[src/rtl/sprite_compositor.sv]
// Multi-slot animated sprite compositor: descriptor bank, per-slot frame animation and a
// 3-stage pixel pipeline (ROM address, ROM read, priority select). Macro SPRITE_FLIP_EN enables horizontal mirroring.
module sprite_compositor #(
  parameter int NUM_SLOTS  = 4,
  parameter int ADDR_W     = 18,
  parameter int IDX_W      = 4,
  parameter int TRANSP_IDX = 0,
  parameter int COORD_W    = 10
) (
  input  logic                           pixel_Clk,
  input  logic                           Reset_n,
  input  logic [COORD_W-1:0]             DrawX,
  input  logic [COORD_W-1:0]             DrawY,
  input  logic                           frame_tick,
  input  logic                           cfg_we,
  input  logic [$clog2(NUM_SLOTS)-1:0]   cfg_slot,
  input  logic [2:0]                     cfg_field,
  input  logic [ADDR_W-1:0]              cfg_data,
  output logic [NUM_SLOTS*ADDR_W-1:0]    rom_addr,
  input  logic [NUM_SLOTS*IDX_W-1:0]     rom_data,
  output logic [IDX_W-1:0]               pix_index,
  output logic                           pix_hit,
  output logic [$clog2(NUM_SLOTS)-1:0]   pix_slot
);
  localparam int SW = $clog2(NUM_SLOTS);
  localparam int CW = COORD_W + 1;

  typedef enum logic [2:0] {
    F_X, F_Y, F_BASE, F_W, F_H, F_FSIZE, F_NFRAMES, F_CTRL
  } field_e;

  logic [COORD_W-1:0] x_q     [NUM_SLOTS];
  logic [COORD_W-1:0] y_q     [NUM_SLOTS];
  logic [7:0]         w_q     [NUM_SLOTS];
  logic [7:0]         h_q     [NUM_SLOTS];
  logic [ADDR_W-1:0]  base_q  [NUM_SLOTS];
  logic [ADDR_W-1:0]  fsize_q [NUM_SLOTS];
  logic [ADDR_W-1:0]  foff_q  [NUM_SLOTS];
  logic [3:0]         nfr_q   [NUM_SLOTS];
  logic [3:0]         fidx_q  [NUM_SLOTS];
  logic [6:0]         ctrl_q  [NUM_SLOTS];
  logic [4:0]         div_q   [NUM_SLOTS];

  logic [NUM_SLOTS-1:0] wr_sel, restart, step;
  logic [4:0]           per_m1 [NUM_SLOTS];
  logic [3:0]           last_f [NUM_SLOTS];

  // A BASE/NFRAMES write restarts the animation and swallows a coincident tick.
  always_comb begin
    for (int unsigned s = 0; s < NUM_SLOTS; s++) begin
      wr_sel[s]  = cfg_we && (cfg_slot == SW'(s));
      restart[s] = wr_sel[s] && (cfg_field == F_BASE || cfg_field == F_NFRAMES);
      step[s]    = frame_tick && ctrl_q[s][0] && !restart[s];
      per_m1[s]  = (ctrl_q[s][5:1] == '0) ? '0 : ctrl_q[s][5:1] - 5'd1;
      last_f[s]  = (nfr_q[s] == '0) ? '0 : nfr_q[s] - 4'd1;
    end
  end

  always_ff @(posedge pixel_Clk or negedge Reset_n) begin
    if (!Reset_n) begin
      for (int unsigned s = 0; s < NUM_SLOTS; s++) begin
        x_q[s] <= '0;  y_q[s] <= '0;  w_q[s] <= '0;  h_q[s] <= '0;
        base_q[s] <= '0;  fsize_q[s] <= '0;  foff_q[s] <= '0;
        nfr_q[s] <= '0;  fidx_q[s] <= '0;  ctrl_q[s] <= '0;  div_q[s] <= '0;
      end
    end else begin
      for (int unsigned s = 0; s < NUM_SLOTS; s++) begin
        if (wr_sel[s]) begin
          case (field_e'(cfg_field))
            F_X:       x_q[s]     <= cfg_data[COORD_W-1:0];
            F_Y:       y_q[s]     <= cfg_data[COORD_W-1:0];
            F_BASE:    base_q[s]  <= cfg_data;
            F_W:       w_q[s]     <= cfg_data[7:0];
            F_H:       h_q[s]     <= cfg_data[7:0];
            F_FSIZE:   fsize_q[s] <= cfg_data;
            F_NFRAMES: nfr_q[s]   <= cfg_data[3:0];
            F_CTRL:    ctrl_q[s]  <= cfg_data[6:0];
          endcase
        end
        if (restart[s]) begin
          fidx_q[s] <= '0;
          foff_q[s] <= '0;
          div_q[s]  <= '0;
        end else if (step[s]) begin
          if (div_q[s] == per_m1[s]) begin
            div_q[s] <= '0;
            if (fidx_q[s] == last_f[s]) begin
              fidx_q[s] <= '0;
              foff_q[s] <= '0;
            end else begin
              fidx_q[s] <= fidx_q[s] + 4'd1;
              foff_q[s] <= foff_q[s] + fsize_q[s];
            end
          end else begin
            div_q[s] <= div_q[s] + 5'd1;
          end
        end
      end
    end
  end

  logic [NUM_SLOTS-1:0] hit_c, hit1, hit2;
  logic [CW-1:0]        x_end  [NUM_SLOTS];
  logic [CW-1:0]        y_end  [NUM_SLOTS];
  logic [COORD_W-1:0]   col_c  [NUM_SLOTS];
  logic [COORD_W-1:0]   row_c  [NUM_SLOTS];
  logic [ADDR_W-1:0]    addr_c [NUM_SLOTS];
`ifndef SPRITE_FLIP_EN
  logic [NUM_SLOTS-1:0] unused_flip;
`endif

  // Bounds use one extra bit so sprites may run past the right/bottom edge without wrapping.
  always_comb begin
    for (int unsigned s = 0; s < NUM_SLOTS; s++) begin
      x_end[s] = CW'(x_q[s]) + CW'(w_q[s]);
      y_end[s] = CW'(y_q[s]) + CW'(h_q[s]);
      hit_c[s] = ctrl_q[s][0] && (DrawX >= x_q[s]) && (CW'(DrawX) < x_end[s])
                 && (DrawY >= y_q[s]) && (CW'(DrawY) < y_end[s]);
      row_c[s] = DrawY - y_q[s];
`ifdef SPRITE_FLIP_EN
      col_c[s] = ctrl_q[s][6] ? COORD_W'(x_end[s] - CW'(1) - CW'(DrawX)) : DrawX - x_q[s];
`else
      col_c[s] = DrawX - x_q[s];
      unused_flip[s] = ctrl_q[s][6];
`endif
      addr_c[s] = base_q[s] + foff_q[s] + ADDR_W'(row_c[s]) * ADDR_W'(w_q[s])
                  + ADDR_W'(col_c[s]);
    end
  end

  logic             win_any;
  logic [IDX_W-1:0] win_idx;
  logic [SW-1:0]    win_slot;

  // Lowest-numbered opaque hit wins; transparent pixels fall through.
  always_comb begin
    win_any  = 1'b0;
    win_idx  = IDX_W'(TRANSP_IDX);
    win_slot = '0;
    for (int unsigned s = 0; s < NUM_SLOTS; s++) begin
      if (!win_any && hit2[s] && rom_data[s*IDX_W +: IDX_W] != IDX_W'(TRANSP_IDX)) begin
        win_any  = 1'b1;
        win_idx  = rom_data[s*IDX_W +: IDX_W];
        win_slot = SW'(s);
      end
    end
  end

  always_ff @(posedge pixel_Clk or negedge Reset_n) begin
    if (!Reset_n) begin
      rom_addr  <= '0;
      hit1      <= '0;
      hit2      <= '0;
      pix_hit   <= 1'b0;
      pix_index <= '0;
      pix_slot  <= '0;
    end else begin
      for (int unsigned s = 0; s < NUM_SLOTS; s++)
        rom_addr[s*ADDR_W +: ADDR_W] <= hit_c[s] ? addr_c[s] : '0;
      hit1      <= hit_c;
      hit2      <= hit1;
      pix_hit   <= win_any;
      pix_index <= win_idx;
      pix_slot  <= win_slot;
    end
  end
endmodule

[config.mk]
export PLATFORM = sky130hd
export DESIGN_NAME = sprite_compositor
export DESIGN_NICKNAME = d
export VERILOG_FILES = /design/src/rtl/sprite_compositor.sv
export SDC_FILE = /design/constraint.sdc
export NUM_CORES = 2
export LEC_CHECK = 0
export ABC_AREA = 1
export BUFFER_PORTS_ARGS = -buffer_cell sky130_fd_sc_hd__buf_2
export CORE_MARGIN = 2
export CORE_UTILIZATION = 35
export CTS_CLUSTER_SIZE = 10
export DETAILED_ROUTE_END_ITERATION = 8
export GPL_TIMING_DRIVEN = 0
export MAX_ROUTING_LAYER = met4
export SYNTH_ARGS = -nofsm -noshare
export SYNTH_HDL_FRONTEND = slang
export SYNTH_SLANG_ARGS = --single-unit
[constraint.sdc]
create_clock -name pixel_Clk -period 7.2 [get_ports pixel_Clk]
set_clock_uncertainty 0.05 [all_clocks]
set_input_delay 0.36 -clock pixel_Clk [delete_from_list [all_inputs] [get_ports pixel_Clk]]
set_output_delay 0.36 -clock pixel_Clk [all_outputs]
set_load 0.005 [all_outputs]
-- Word level (Yosys, flattened, before mapping)
Cells that the tools add are included.
W data, S select, Z words.
- register bits: 523
- input port bits: 63
- add/sub/neg operators: 48
- reduce and logical (&&, ||, !) cells: 105
- muxes and demuxes: 67
- eq/ne operators: 18
- $lt $le $gt $ge: 16
- multipliers: 4
- operator list (cell ; count):
    $mux W18 ; 20
    $add A18 B18 Y18 ; 12
    $mux W4 ; 24
    $add A10 B8 Y11 ; 8
    $lt A10 B11 Y1 ; 8
    $ge A10 B10 Y1 ; 8
    $mux W5 ; 16
    $sub A10 B10 Y10 ; 8
    $add A18 B10 Y18 ; 4
    $mul A10 B8 Y18 ; 4
    $reduce_and A2 Y1 ; 36
    $logic_and A1 B1 Y1 ; 39
    $add A5 B1 Y5 const B ; 4
    $eq A5 B5 Y1 ; 4
    $logic_not A5 Y1 ; 4
    $sub A5 B1 Y5 const B ; 4
    $add A4 B1 Y4 const B ; 4
    $eq A4 B4 Y1 ; 4
    $logic_not A4 Y1 ; 4
    $reduce_bool A2 Y1 ; 8
    $reduce_bool A4 Y1 ; 4
    $sub A4 B1 Y4 const B ; 4
    $eq A3 B3 Y1 const B ; 4
    $logic_not A1 Y1 ; 7
    9 further kinds ; 16

-- Logic depth before layout (Yosys ltp)
- depth after elaboration: 15
- depth in mapped cells: 34

-- Worst setup path after synthesis
OpenSTA, ideal clock, no wires.
- path kind: input to register
- start: in DrawY[0]
- end: reg rom_addr[35]
- setup time: 0.121 ns
- data required time: 7.029 ns
- stages on the path: 29
- slack: 1.125 ns
- arrival time: 5.904 ns
- path through: inv_1 > ha_1 > inv_1 > fa_1 > nand3_1 > nand2_1 > nand3_1 > a21oi_1 > or2_2 > or2_2 > nand2_1 > nor2_1 > fa_1 > fa_1 > fa_1 > fa_1 > inv_1 > fa_1 > inv_1 > ha_1 > clkbuf_1 > a21oi_1 > o21ai_0 > inv_1 > nor2_1 > nor3_1 > nand3_1 > nand2_1 > nor2_1
- cells in the longest elaborated chain, start to end: 5
- elaborated cells on any way between the ends: 9
- those cells by class: add/sub (3); mul (1); order compare (2); mux (1); reduce/logical (2)
- RTL lines (item ; RTL line ; RTL):
    from (decl) ; 13 ; input logic [COORD_W-1:0] DrawY,
    $sub A10 B10 Y10 ; 119 ; row_c[s] = DrawY - y_q[s];
    $mul A10 B8 Y18 ; 126 ; addr_c[s] = base_q[s] + foff_q[s] + ADDR_W'(row_c[s]) * ADDR_W'(w_q[s])
    $add A18 B18 Y18 ; 126 ;
    $add A18 B10 Y18 ; 127 ; + ADDR_W'(col_c[s]);
    $mux W18 (*) ; 159 ; rom_addr[s*ADDR_W +: ADDR_W] <= hit_c[s] ? addr_c[s] : '0;
    to (signal, indexed assignment) ; 159 ;
    to (decl) ; 19 ; output logic [NUM_SLOTS*ADDR_W-1:0] rom_addr,
Every way passes the cells marked *; elsewhere a longest branch is shown, timed or not.
A chain may end at the register's enable or synchronous reset.

-- Worst setup path after layout
Ends and elaborated chain as after synthesis.

==> impl_metrics.csv <==
group,metric,value,unit
outcome,outcome,"finished with violations",
outcome,violations,"capacitance limit, slew limit",
critical_path,reg2reg_slack,0.58,ns
global_routing,antenna_found_initial,27,
min_path,min_to,"pix_index[1]$_DFF_PN0_",
min_path,hp-class,"in2reg",
critical_path,cp-end-kind,"flop",
yosys,avgSynthCellArea,7.841,sq um
critical_path,cp_slowest_cell,"fa_1",
global_routing,grt_pass1_wl,228700,um
critical_path,cp.arrival,7.20,ns
critical_path,crit_buf_inv,7,
sta,tightest_slew,1.561,ns
sta,grt_setup_unrepaired,"false",
run,maxCapViolCount,4,
min_path,hold_depth,5,
critical_path,max_stage_delay,0.56,ns
critical_path,r2r_start,"y_q[0]$_DFFE_PN0P_",
sta,fin_crit,6.685,ns
clock_network,cts_root_buffer,"clkbuf_16",
sta,slew_headroom,-4.058,%
yosys,synth_nets,7033,
route,vias,40460,
placement,post-place-ws,-0.1433,ns
critical_path,critPathRequiredTime,7.72,ns
critical_path,cp-start-kind,"input pin",
global_routing,grt_use_total,21.77,%
floorplan,die-area,139900,sq um
route,met2_length,64060,um
clock_network,worst_skew_pair.late_latency,0.65,ns
final_layout,drive_gt1_share,5.531,%
clock_network,cts.sinks,523,
floorplan,core,135600,sq um
critical_path,reg2regPathDepth,31,
clock_network,clk_pin_slew,0.05,ns
yosys,yosysSeqAreaShare,27.30,%
route,detail-route-antenna-nets,0,
yosys,syn_inst,6114,
sta,fmax,149.6,MHz
route,route.met3.wl,10780,um
critical_path,path_class,"in2reg",
placement,hpwlAfterDp,114700,um
route,drc,0,
final_layout,fin_cells,8182,
sta,setup_viol,0,
yosys,netlist-cell-type-count,47,
global_routing,grt-ovfl-total,0,
min_path,hold_path.startpoint,"rom_data[5]",
global_routing,grt_pass1_vias,40000,
route,top_layer,"met4",
clock_network,cts_made_buffers,70,
final_layout,syn_to_final_growth,11.38,%
critical_path,crit_path_max_fanout,9,
clock_network,htree_levels,3,
sta,drv_slew,34,
route,firstDrtPassIters,5,
floorplan,ios,142,
critical_path,worst_r2r_endpoint,"rom_addr[71]$_DFF_PN0_",
sta,hold_viol_final,0,
floorplan,die_w,374.1,um
floorplan,row_count,135,
clock_network,cts_resized,0,
critical_path,cp_common_cell,"fa_1",
floorplan,initial_core_util,35.34,%
route,wl_met1,67180,um
route,drt_wl_total,147100,um
route,post_drt_wl_per_cell,17.98,um
clock_network,cts_tree,"done",
route,drtIter0Drc,2634,
global_routing,grt_max_degree,118,
yosys,netlist_area,47940,sq um
sta,worst_slack,0.5146,ns
critical_path,cp_top_family,"adder cells",
sta,finalCritPeriodShare,92.85,%
route,viasPerCell,4.945,
yosys,yosys_register_bits,523,
placement,port_buffers,140,
clock_network,clk_path_buf_depth,3,
placement,dp.cells,8039,
final_layout,fin_nets,7262,
floorplan,die_h,374.1,um
yosys,synth_warnings,0,
placement,gp_congestion,0.9515,
## layer usage
layer / up-vias / global-route usage, %
met5: - / -
met4: 0 / 8.128
met3: 233 / 4.776
met2: 1048 / 32.49
met1: 19480 / 28.86
li1: 19700 / -
## per-stage QoR
stage | utilization (%) | cell area [sq um] | setup TNS [ns] | hold WS [ns]
finish | 39.37 | 53390 | 0 | 0.04732
global route | 39.35 | 53370 | 0 | 0.04749
CTS | 39.33 | 53350 | 0 | 0.003512
detailed placement | 37.60 | 50990 | -0.3250 | 0.2913
global placement | 37.50 | 50870 | -2896.70 | 0.2874
floorplan | - | 47940 | 0 | 0.01441
## kinds of logic (layout without fill, tap and decap cells)
family	after synthesis	in the layout	share of synthesized area, %
and+or+nand+nor	2383	2383	20.73
other	0	19	0
buffers and inverters	1253	1521	9.928
adders and majority gates	856	856	28.23
AOI/OAI and AO/OA	858	858	9.414
xor gates and xnor gates	241	241	4.403
DFF	523	523	27.30
## synth_stat cells, drive strengths merged
cell | n | share of area (%)
xnor2 | 85 | 1.6
o2111ai | 6 | 0.11
nand3b | 34 | 0.54
nand4 | 72 | 0.94
nand3 | 304 | 3.2
fa | 376 | 16
clkbuf | 112 | 0.88
ha | 480 | 13
inv | 1105 | 8.7
nor2 | 511 | 4.0
o21ba | 1 | 0.021
and2 | 3 | 0.039
o21a | 13 | 0.20
dfrtp | 523 | 27
or2 | 23 | 0.30
clkinv | 6 | 0.052
a31oi | 3 | 0.039
and3 | 1 | 0.013
nor4 | 6 | 0.12
o211ai | 5 | 0.078
a21oi | 322 | 3.4
buf | 30 | 0.35
xor2 | 156 | 2.9
a21o | 16 | 0.25
o31ai | 5 | 0.078
o21bai | 18 | 0.28
nand2 | 1379 | 11
o21ai | 463 | 4.9
a211oi | 1 | 0.016
nor3 | 50 | 0.63
a21boi | 5 | 0.078
## cells in the final DEF, fill, tap and decap left out, types with 33 or more instances in the layout
cell	instances
xnor2_1	85
ha_1	480
dfrtp_1	523
nand3b_1	33
o21ai_0	408
nand2_1	1369
xor2_1	156
clkbuf_1	119
nand4_1	72
inv_1	1093
buf_2	164
nor3_1	45
o21ai_1	47
clkbuf_16	73
a21oi_1	322
fa_1	376
nand3_1	298
nor2_1	506
## how the worst max path moves through the flow
stage	start	cells past startpoint	to	slack, ns
final	DrawY[0]	31	rom_addr[35]$_DFF_PN0_	0.51
after global routing	y_q[30]$_DFFE_PN0P_	27	rom_addr[17]$_DFF_PN0_	0.14
after CTS	DrawY[0]	31	rom_addr[35]$_DFF_PN0_	0.56
after detailed placement	DrawY[0]	30	rom_addr[35]$_DFF_PN0_	-0.14
after global placement	Reset_n	1	rom_addr[31]$_DFF_PN0_	-5.65
after floorplan	DrawY[0]	29	rom_addr[35]$_DFF_PN0_	1.12
## registers in the layout, summed over array words and instances (netlist names)
register,cells
x_q,40
h_q,32
w_q,32
ctrl_q,24
pix_hit,1
fidx_q,16
y_q,40
hit1,4
foff_q,72
base_q,72
pix_slot,2
rom_addr,72
hit2,4
pix_index,4
div_q,20
nfr_q,16
fsize_q,72
## area by class of cell
class	instances	area, sq um
Buffer	142	591.8
Clock buffer	97	2047
Multi-Input combinational cell	4338	30090
Antenna cell	19	47.55
Tap cell	1781	2228
Inverter	1111	4173
Fill cell	13970	82240
Timing Repair Buffer	157	950.9
Sequential cell	523	13090
Clock inverter	14	175.2
## what timing repair did
item | in CTS | in global routing
hold buffers | 13 | 0
hold endpoints to repair | 81 | 0
buffers inserted | 0 | 0
## worst min-delay path, delay by kind of cell
family	cells	cell delay, ns
buffers and inverters	2	0.13
AND/OR/NAND/NOR	3	0.21
Power is not shown: default switching activity piles up to over one toggle a cycle in this logic, so the estimate is an artifact.
